==> src/rtl/input_sequencer.sv <==
// Calculator key sequencer: collects operands and an operator from scanned keys,
// issues ALU requests with a valid/ready handshake and tracks the displayed value.
module input_sequencer (
    input  logic        clk,
    input  logic        rst,
    input  logic [4:0]  i_key_data,
    input  logic        i_key_valid,
    output logic        o_key_ready,
    output logic [15:0] o_operand_a,
    output logic [15:0] o_operand_b,
    output logic [1:0]  o_alu_op,
    output logic        o_op_valid,
    input  logic        i_op_ready,
    input  logic [15:0] i_result,
    input  logic        i_result_err,
    input  logic        i_result_valid,
    output logic [15:0] o_display,
    output logic        o_error
);

    // Handshakes: a key moves on a cycle with i_key_valid && o_key_ready; an ALU
    // request moves on o_op_valid && i_op_ready, operands held stable until then.
    localparam logic [2:0] ENTRY_A  = 3'd0;
    localparam logic [2:0] ENTRY_B  = 3'd1;
    localparam logic [2:0] ISSUE    = 3'd2;
    localparam logic [2:0] WAIT_RES = 3'd3;
    localparam logic [2:0] RESULT   = 3'd4;
    localparam logic [2:0] ERROR    = 3'd5;

    localparam logic [2:0] OPC_EQ  = 3'd4;
    localparam logic [2:0] OPC_AC  = 3'd5;
    localparam logic [2:0] OPC_NEG = 3'd6;

    logic [2:0]         state;
    logic signed [15:0] reg_a;
    logic signed [15:0] reg_b;
    logic [2:0]         digit_cnt;
    logic [1:0]         op;
    logic [1:0]         chain_op;
    logic               chain;

    logic       key_fire;
    logic       is_digit;
    logic       is_op;
    logic [2:0] opc;
    logic [3:0] digit;

    function automatic logic signed [15:0] append_digit(input logic signed [15:0] v,
                                                       input logic [3:0] d);
        logic signed [15:0] dx;
        logic signed [15:0] t;
        dx = $signed({12'd0, d});
        t  = v * 16'sd10;
        // Negative operands grow away from zero so the sign survives entry.
        return v[15] ? (t - dx) : (t + dx);
    endfunction

    assign o_key_ready = (state == ENTRY_A) || (state == ENTRY_B) ||
                         (state == RESULT)  || (state == ERROR);
    assign o_op_valid  = (state == ISSUE);
    assign o_error     = (state == ERROR);
    assign o_operand_a = reg_a;
    assign o_operand_b = reg_b;
    assign o_alu_op    = op;

    assign key_fire = i_key_valid && o_key_ready;
    assign digit    = i_key_data[3:0];
    assign opc      = i_key_data[2:0];
    assign is_digit = !i_key_data[4] && (i_key_data[3:0] < 4'd10);
    assign is_op    = (i_key_data[4:3] == 2'b10);

    always_comb begin
        o_display = reg_a;
        if (state == ERROR)
            o_display = 16'd0;
        else if ((state == ENTRY_B) && (digit_cnt != 3'd0))
            o_display = reg_b;
    end

    always_ff @(posedge clk) begin
        if (rst) begin
            state     <= ENTRY_A;
            reg_a     <= 16'sd0;
            reg_b     <= 16'sd0;
            digit_cnt <= 3'd0;
            op        <= 2'd0;
            chain_op  <= 2'd0;
            chain     <= 1'b0;
        end else if (key_fire && is_op && (opc == OPC_AC)) begin
            state     <= ENTRY_A;
            reg_a     <= 16'sd0;
            reg_b     <= 16'sd0;
            digit_cnt <= 3'd0;
            op        <= 2'd0;
            chain     <= 1'b0;
        end else begin
            case (state)
                ENTRY_A: begin
                    if (key_fire && is_digit && (digit_cnt < 3'd4)) begin
                        reg_a     <= append_digit(reg_a, digit);
                        digit_cnt <= digit_cnt + 3'd1;
                    end else if (key_fire && is_op && (opc == OPC_NEG)) begin
                        reg_a <= -reg_a;
                    end else if (key_fire && is_op && !opc[2]) begin
                        op        <= opc[1:0];
                        reg_b     <= 16'sd0;
                        digit_cnt <= 3'd0;
                        state     <= ENTRY_B;
                    end
                end
                ENTRY_B: begin
                    if (key_fire && is_digit && (digit_cnt < 3'd4)) begin
                        reg_b     <= append_digit(reg_b, digit);
                        digit_cnt <= digit_cnt + 3'd1;
                    end else if (key_fire && is_op && (opc == OPC_NEG)) begin
                        reg_b <= -reg_b;
                    end else if (key_fire && is_op && !opc[2]) begin
                        // With no B digits yet, a new operator just corrects the old one.
                        if (digit_cnt == 3'd0) begin
                            op <= opc[1:0];
                        end else begin
                            chain_op <= opc[1:0];
                            chain    <= 1'b1;
                            state    <= ISSUE;
                        end
                    end else if (key_fire && is_op && (opc == OPC_EQ) &&
                                 (digit_cnt != 3'd0)) begin
                        chain <= 1'b0;
                        state <= ISSUE;
                    end
                end
                ISSUE: begin
                    if (i_op_ready)
                        state <= WAIT_RES;
                end
                WAIT_RES: begin
                    if (i_result_valid) begin
                        if (i_result_err) begin
                            state <= ERROR;
                        end else begin
                            reg_a <= i_result;
                            if (chain) begin
                                op        <= chain_op;
                                reg_b     <= 16'sd0;
                                digit_cnt <= 3'd0;
                                state     <= ENTRY_B;
                            end else begin
                                state <= RESULT;
                            end
                        end
                    end
                end
                RESULT: begin
                    if (key_fire && is_digit) begin
                        reg_a     <= $signed({12'd0, digit});
                        digit_cnt <= 3'd1;
                        state     <= ENTRY_A;
                    end else if (key_fire && is_op && (opc == OPC_NEG)) begin
                        reg_a <= -reg_a;
                    end else if (key_fire && is_op && !opc[2]) begin
                        op        <= opc[1:0];
                        reg_b     <= 16'sd0;
                        digit_cnt <= 3'd0;
                        state     <= ENTRY_B;
                    end
                end
                ERROR: begin
                end
                default: state <= ENTRY_A;
            endcase
        end
    end

endmodule

==> config.mk <==
export PLATFORM = sky130hd
export DESIGN_NAME = input_sequencer
export DESIGN_NICKNAME = d
export VERILOG_FILES = /design/src/rtl/input_sequencer.sv
export SDC_FILE = /design/constraint.sdc
export NUM_CORES = 1
export LEC_CHECK = 0
export BUFFER_PORTS_ARGS = -buffer_cell sky130_fd_sc_hd__buf_4
export CAP_MARGIN = 20
export CORE_MARGIN = 5
export CORE_UTILIZATION = 35
export CTS_CLUSTER_DIAMETER = 100
export DETAILED_ROUTE_END_ITERATION = 8
export PLACE_DENSITY = 0.65
export RECOVER_POWER = 50
export SLEW_MARGIN = 0
export SYNTH_ARGS = -nofsm -noshare
export SYNTH_HDL_FRONTEND = slang
export SYNTH_SLANG_ARGS = --single-unit
==> constraint.sdc <==
create_clock -name clk -period 3.45 [get_ports clk]
set_input_delay 0.345 -clock clk [delete_from_list [all_inputs] [get_ports clk]]
set_output_delay 0.345 -clock clk [all_outputs]
set_load 0.02 [all_outputs]
# Word-level counts from Yosys, hierarchy flattened

Cells that the tools add are included.

$add $sub $neg: 7
$mul: 2
$lt $le $gt $ge: 2
Eq/ne operators: 24
Mux-type cells: 58
Bitwise gates (word level): 5
Reductions and logical operators: 30

Operator list:

| cell                                                | count |
|---|---|
| 2-to-1 mux 16 bit                                   | 18 |
| one-hot mux 16 bit (4 select lines)                 | 1 |
| 2-to-1 mux 3 bit                                    | 21 |
| one-hot mux 16 bit (3 select lines)                 | 1 |
| adder 16 x 5 -> 16 bit                              | 2 |
| multiplier 16 x 4 -> 15 bit (second input constant) | 2 |
| negation 16 bit                                     | 2 |
| subtractor 16 x 5 -> 16 bit                         | 2 |
| 2-to-1 mux 2 bit                                    | 11 |
| one-hot mux 3 bit (6 select lines)                  | 1 |
| != test 2 bit (second input constant)               | 8 |
| == test 3 bit (second input constant)               | 5 |
| one-hot mux 3 bit (4 select lines)                  | 1 |
| logical AND 1 bit                                   | 11 |
| AND reduction 10 bit                                | 1 |
| AND reduction 5 bit                                 | 2 |
| != test 2 x 1 -> 1 bit (second input constant)      | 4 |
| one-hot mux 2 bit (4 select lines)                  | 1 |
| AND reduction 8 bit                                 | 1 |
| AND reduction 7 bit                                 | 1 |
| == test 3 x 2 -> 1 bit (second input constant)      | 2 |
| zero test 3 bit                                     | 2 |
| != test 3 x 1 -> 1 bit (second input constant)      | 2 |
| AND reduction 6 bit                                 | 1 |
| 15 further kinds                                    | 25 |

Bits in registers: 43
Input bits: 27
Output and inout bits: 53

# Depth between registers and ports, before layout

Gate-level depths: netlist of run 1.

Depth in word-level cells: 13
Depth in mapped cells: 12
Depth with buffers taken out: 11

# Worst setup path before layout of run 1

No wires, ideal clock.

Path type: register to register
From: reg reg_a[1], in the netlist o_operand_a[1]
To: reg reg_a[13], in the netlist o_operand_a[13]
Library setup time: 0.117 ns
Data arrival time: 3.550 ns
Setup slack: -0.216 ns
Stages on the path, launching flop included: 12
Clock period less this slack: 3.666 ns
Cell sequence: dfxtp_1 -> ha_1 -> ha_1 -> fa_1 -> or2_2 -> nor3_1 -> o21ai_0 -> or4b_4 -> or4_4 -> a21o_1 -> a31oi_1 -> nor2_1

Longest elaborated chain between the ends: 5

RTL lines:

| element                                                               | line | RTL |
|---|---|---|
| from (decl)                                                           | 35   | `logic signed [15:0] reg_a;` |
| from (signal assigned)                                                | 100  | `reg_a <= append_digit(reg_a, digit);` |
| from (signal assigned)                                                | 103  | `reg_a <= -reg_a;` |
| from (signal assigned)                                                | 141  | `reg_a <= i_result;` |
| multiplier 16 x 4 -> 15 bit                                           | 53   | `t = v * 16'sd10;` |
| adder 16 x 5 -> 16 bit or subtractor 16 x 5 -> 16 bit (tied branches) | 55   | `return v[15] ? (t - dx) : (t + dx);` |
| 2-to-1 mux 16 bit                                                     | 55   |  |
| 2-to-1 mux 16 bit                                                     | 99   | `if (key_fire && is_digit && (digit_cnt < 3'd4)) begin` |
| one-hot mux 16 bit (3 select lines) *                                 | 97   | `case (state)` |

Mark *: on every way between the ends. The rest lies on a longest branch, timed or not.
A chain may end at the register's enable or synchronous reset.

# Final worst setup path of run 1

From: reg reg_a[2], in the netlist o_operand_a[2]
To: reg reg_a[13], in the netlist o_operand_a[13]

The elaborated chain is that of the path after synthesis.

==> impl_metrics.csv, run 1 <==
group,metric,value,unit
drt,firstDrtPassIters,5,
sta,fin_ws,0.113,ns
drt,avgRoutedWirePerCell,17.8,um
logic_synthesis,synth_compound_area_share,29.0,%
sta,slew_violations,0,
sta,slew_headroom,43.2,%
placement,dpl_worst_slack,-0.0608,ns
layout,final_nets,1011,
setup_path,slowest_stage,"or4b_4",
placement,place.gp.congestion,0.934,
sta,max_freq,300,MHz
layout,drive_gt1_share,17.9,%
sta,tns,0,ns
clock_network,cts.reportedPaths.clkPinSlew,0.07,ns
logic_synthesis,ys_warn_count,0,
power_and_ir_drop,vdd_drop_max,266,uV
setup_path,path_max_fanout,4,
flow_run,drv_cap,0,
logic_synthesis,yosys.area.top_type_share,14.8,%
setup_path,crit_path_max_incr_delay,0.55,ns
logic_synthesis,yosysUniqueCellTypes,73,
logic_synthesis,synthTopCellsByCount,"nand2_1 (90), a21oi_1 (82), nor2_1 (67)",
setup_path,path_buf_inv,0,
logic_synthesis,syn_inst,803,
power_and_ir_drop,power.leakage,3.12,nW
sta,hold_viol_final,0,
clock_network,clock_latency,0.31,ns
layout,fill_cells,1741,
logic_synthesis,synth.area.mux_share,1.81,%
floorplan,coreArea,16500,um^2
global_route,track_usage,20.0,%
sta,tightest_slew,0.841,ns
clock_network,cts_hold_buf,0,
logic_synthesis,yosys.cell_count.top_type,"nand2_1",
logic_synthesis,synth_fp_nets,898,
logic_synthesis,yosysTopAreaCell,"dfxtp_1",
global_route,grt_pass1_wl,31.9,mm
logic_synthesis,async_reset_ff_share,0,%
logic_synthesis,ys.flop_type,"dfxtp_1",
sta,clock_skew,0.0105,ns
drt,drt_iter0_markers,547,
global_route,antenna_found_initial,0,
logic_synthesis,avgSynthCellArea,7.25,um^2
clock_network,ctsLongestPathBuffers,2,
logic_synthesis,ys_ff_latch,43,
logic_synthesis,synth-seq-area-share,14.8,%
sta,finalSetupViolations,0,
setup_path,rrSetupSlack,0.11,ns
floorplan,die_y,139,um
global_route,grt_pass1_vias,5966,
layout,multi_input_area,4920,um^2
setup_path,crit_required,3.65,ns
floorplan,start_util,35.4,%
hold_path,hp-class,"in2reg",
drt,vias,6515,
logic_synthesis,synth_area_leaders,"dfxtp_1 (15%), ha_1 (13%), a21oi_1 (7.0%)",
drt,drc,0,
floorplan,rows,47,
drt,totalWireLength,20.2,mm
setup_path,critical_path_class,"reg2reg",
setup_path,crit_chain,"ha_1 -> ha_1 -> a211oi_4 -> nor3_1 -> or3b_4 -> or4b_4 -> or4_4 -> a21o_1 -> a31oi_1 -> nor2_1",
layout,design_area,7260,um^2
power_and_ir_drop,total_power,0.00413,W
logic_synthesis,synth_edf_count,0,
floorplan,dieArea,19300,um^2
run_status,outcome,"completed",
floorplan,ios,80,
setup_path,critical_path_arrival,3.53,ns
drt,via_per_inst,5.73,
logic_synthesis,synthAdderAreaFrac,15.4,%
clock_network,htree_levels,2,
clock_network,root_buffer,"clkbuf_16",
sta,fin_crit,3.34,ns
floorplan,fp.dieW,139,um
logic_synthesis,synth_area,5820,um^2
placement,dpl_cell_area,6990,um^2
clock_network,cts_made_buffers,5,
placement,port_buffers,79,
layout,antennaDiodeCount,0,
global_route,grt_overflow,0,
clock_network,cts_tree,"built",
setup_path,end_kind,"register",
drt,final_antenna_net_count,0,
setup_path,crit_family,"simple AND/OR/NAND/NOR gates",
power_and_ir_drop,p_per_area,569,nW/um^2
logic_synthesis,synth_top_family_by_area,"compound AO/OA/AOI/OAI gates",
logic_synthesis,synth_xor_xnor_area_share,8.73,%
layout,ff_latch_area,867,um^2
placement,hpwl,15.8,mm
layout,area_growth,24.6,%
setup_path,startpoint_type,"register",
setup_path,cp_common_cell,"ha_1",
layout,post-route-util,44.1,%
global_route,grt_max_degree,29,
sta,finalCritPeriodShare,96.7,%
clock_network,clock-sinks,43,
logic_synthesis,yosys.area_share.simple,25.7,%
-- cell usage in the layout, fill, tap and decap left out, types with 30 or more instances in the layout --
cell,Yosys,routed
nand2_1,90,90
xnor2_1,35,35
buf_4,2,104
inv_1,30,30
nor2_1,67,67
o21ai_0,63,62
a21oi_1,82,79
ha_1,62,60
clkbuf_1,28,36
dfxtp_1,43,38
-- final cells by class --
type	instances	share of cell area [%]
multi-input cells	696	67.8
inverters	30	1.55
clock buffers	5	1.72
repair buffers	140	12.6
well taps	220	3.79
flip-flops and latches	43	12.0
clock inverters	3	0.604
-- report_power, final --
| group | internal, W | leakage, nW | switching [W] |
|---|---|---|---|
| registers | 0.000584 | 0.351 | 0.000108 |
| clock network | 0.000343 | 0.0838 | 0.000236 |
| logic | 0.00118 | 2.69 | 0.00168 |
-- sequential cells by signal (all words and copies together), names as in the netlist --
name         cells
digit_cnt        3
chain            1
o_operand_b     16
chain_op         2
state            3
o_alu_op         2
o_operand_a     16
-- metal layers --
metal,vias to the layer above,part of all wire [%],GRT usage [%]
li1,3217,-,-
met1,3028,46,27.9
met2,244,46,32.7
met3,26,6.3,3.00
met4,0,1.6,4.22
met5,-,0,0
-- worst register-to-register path, cell delays in order, from the launching register on --
cell      delay (ns)
dfxtp_2         0.34
ha_1            0.34
ha_1            0.34
a211oi_4        0.32
nor3_1          0.10
or3b_4          0.41
or4b_4          0.55
or4_4           0.43
a21o_1          0.17
a31oi_1         0.16
nor2_1          0.06
-- kinds of logic after synthesis --
group,count (synthesis)
adders and majority gates,68
xor gates and xnor gates,58
AOI/OAI and AO/OA,263
and+or+nand+nor,297
DFF,43
buffers and inverters,64
muxes,10
-- through the flow --
stage	std cells	hold WS (ns)
3_5_place_dp	1127	0.445
2_1_floorplan	803	0.414
6_report	1137	0.247
5_1_grt	1137	0.241
4_1_cts	1135	0.238
3_3_place_gp	1127	0.442
-- what timing repair did --
| item | in CTS | in global routing |
|---|---|---|
| buffers inserted | 0 | 2 |
| gates resized for setup | 4 | 35 |
| gates cloned | 0 | 0 |
| endpoints found under the setup margin | 3 | 9 |
| pin swaps | 0 | 6 |
-- path summary, 6_finish.rpt --
check            startpoint              end  cells after the start
max          o_operand_a[2]  o_operand_a[13]                     10
min                     rst      chain_op[0]                      2
max reg2reg  o_operand_a[2]  o_operand_a[13]                     10
min reg2reg    digit_cnt[2]     digit_cnt[2]                      2
Note: power is estimated with default switching activity, not from simulation.
==> inputs of run 2 (changes only) <==
- CORE_UTILIZATION: 35 -> 50
- PLACE_DENSITY: 0.65 -> 0.84
==> run 2 against run 1 <==
  * Via count up 6.7%
  * Design area down 1.5%
  * Largest power group unchanged
  * Sequential power down 2%
  * Worst hold slack better by 0.0050 ns
  * Worst setup slack worse by 0.042 ns
  * Clock power down 13%
  * Total power down 0.30%
  * First-iteration DRC count up 93%
  * Non-clock buffer count down 4
  * Critical path depth up 1
  * Sequential share of layout area up 0.20 points
  * Clock skew down 0.0061 ns
  * Highest routed layer unchanged
==> impl_metrics.csv, run 2 (synthesis results as in run 1) <==
group,metric,value,unit
global_route,grt_pass1_vias,6244,
clock_network,clock-sinks,43,
placement,place.gp.congestion,0.987,
floorplan,rows,39,
clock_network,cts_hold_buf,0,
sta,tightest_slew,0.997,ns
sta,max_freq,296,MHz
global_route,track_usage,26.5,%
setup_path,crit_path_max_incr_delay,0.50,ns
clock_network,ctsLongestPathBuffers,2,
placement,hpwl,14.9,mm
setup_path,path_max_fanout,4,
run_status,outcome,"completed",
floorplan,die_y,118,um
floorplan,fp.dieW,118,um
setup_path,r2r-start,"o_operand_a[1]",
setup_path,crit_required,3.64,ns
sta,hold_viol_final,0,
drt,vias,6949,
power_and_ir_drop,p_per_area,576,nW/um^2
setup_path,crit_chain,"ha_1 -> ha_2 -> fa_2 -> or2_4 -> nor3_4 -> o21ai_4 -> or4b_4 -> or4_4 -> a21o_1 -> a31oi_1 -> nor2_1",
layout,antennaDiodeCount,0,
floorplan,ios,80,
floorplan,start_util,51.0,%
setup_path,critical_path_class,"reg2reg",
setup_path,rrSetupSlack,0.07,ns
global_route,antenna_found_initial,0,
layout,final_nets,1007,
layout,most-common-layout-cells,"buf_4 (100), nand2_1 (90), a21oi_1 (79)",
setup_path,r2r_cells,11,
global_route,grt_max_degree,28,
global_route,grt_overflow,0,
hold_path,hold-path-endpoint,"chain_op[1]",
power_and_ir_drop,combPwrFrac,71.3,%
power_and_ir_drop,vdd_drop_max,347,uV
drt,avgRoutedWirePerCell,19.2,um
power_and_ir_drop,internal_power,0.00204,W
power_and_ir_drop,switching_power,0.00208,W
clock_network,cts_tree,"built",
global_route,grt_pass1_wl,31.2,mm
drt,via_per_inst,6.58,
clock_network,htree_levels,2,
sta,slew_violations,0,
drt,final_antenna_net_count,0,
setup_path,critical_path_arrival,3.57,ns
setup_path,end_kind,"register",
placement,port_buffers,79,
power_and_ir_drop,seqPwrFrac,16.5,%
hold_path,worstHoldPathCells,2,
layout,drive_gt1_share,18.4,%
setup_path,startpoint_type,"register",
setup_path,crit_family,"simple AND/OR/NAND/NOR gates",
floorplan,dieArea,13900,um^2
setup_path,timing.rr.end,"o_operand_a[13]",
setup_path,slowest_stage,"or4b_4",
sta,finalCritPeriodShare,97.9,%
sta,slew_headroom,33.6,%
floorplan,coreArea,11400,um^2
drt,firstDrtPassIters,8,
power_and_ir_drop,power_frac_clock,12.2,%
setup_path,path_buf_inv,0,
sta,tns,0,ns
clock_network,clock_latency,0.29,ns
power_and_ir_drop,switching_share,50.5,%
flow_run,drv_cap,0,
drt,totalWireLength,20.2,mm
power_and_ir_drop,total_power,0.00412,W
drt,drc,0,
sta,clock_skew,0.00440,ns
hold_path,hp-class,"in2reg",
drt,drt_iter0_markers,1058,
layout,area_growth,22.8,%
power_and_ir_drop,power.leakage,3.10,nW
clock_network,cts.reportedPaths.clkPinSlew,0.07,ns
clock_network,cts_made_buffers,5,
hold_path,hp-start,"rst",
layout,final_common_cell,"buf_4",
sta,fin_crit,3.38,ns
sta,finalSetupViolations,0,
clock_network,root_buffer,"clkbuf_16",
[run 2: through the flow]
step / worst slack, ns / instance area [um^2] / hold slack, ns / util, % / cells
after floorplan: 0.0109 / 5830 / 0.414 / - / 803
after global placement: -0.0287 / 6830 / 0.443 / 59.8 / 1041
after detailed placement: -0.196 / 6830 / 0.447 / 59.8 / 1041
after CTS: 0.0156 / 7020 / 0.249 / 61.5 / 1050
after global routing: -0.0761 / 7150 / 0.252 / 62.6 / 1056
final: 0.0713 / 7150 / 0.252 / 62.6 / 1056
[run 2: metal layers]
metal / routed length, um / part of all wire (%) / GRT usage, %
met2: 9040 / 45 / 41.2
met1: 8060 / 40 / 36.8
met4: 1030 / 5.1 / 11.0
met3: 2110 / 10 / 3.75
met5: 0 / 0 / 0
[run 2: worst max path at each step]
stage	startpoint	to	slack, ns	cells after the start
after floorplan	o_operand_b[1]	o_operand_b[15]	0.01	11
after global placement	o_operand_a[1]	o_operand_a[14]	-0.03	11
after detailed placement	o_operand_a[1]	o_operand_a[14]	-0.20	11
after CTS	o_operand_a[1]	o_operand_a[13]	0.02	11
after global routing	o_operand_b[3]	o_operand_b[15]	-0.08	11
final	o_operand_a[1]	o_operand_a[13]	0.07	11
[run 2: cell type report]
type	instances	area [um^2]
inverters	30	113
flip-flops and latches	43	868
well taps	143	179
multi-input cells	696	4950
fillers	1018	4270
clock inverters	3	25.0
clock buffers	5	125
repair buffers	136	886
[run 2: timing repair]
item / in CTS / in global routing
pin swaps: 3 / 9
setup endpoints to repair: 3 / 11
gates resized for setup: 8 / 41
endpoints found under the hold margin: 0 / 0
setup buffers: 1 / 6
[run 2: power by group through the flow]
stage	registers (W)	clock network [W]	logic, W
2_1_floorplan	0.000780	0	0.00174
3_3_place_gp	0.000679	0	0.00262
3_5_place_dp	0.000683	0	0.00268
4_1_cts	0.000672	0.000501	0.00272
5_1_grt	0.000691	0.000522	0.00317
6_report	0.000679	0.000501	0.00294
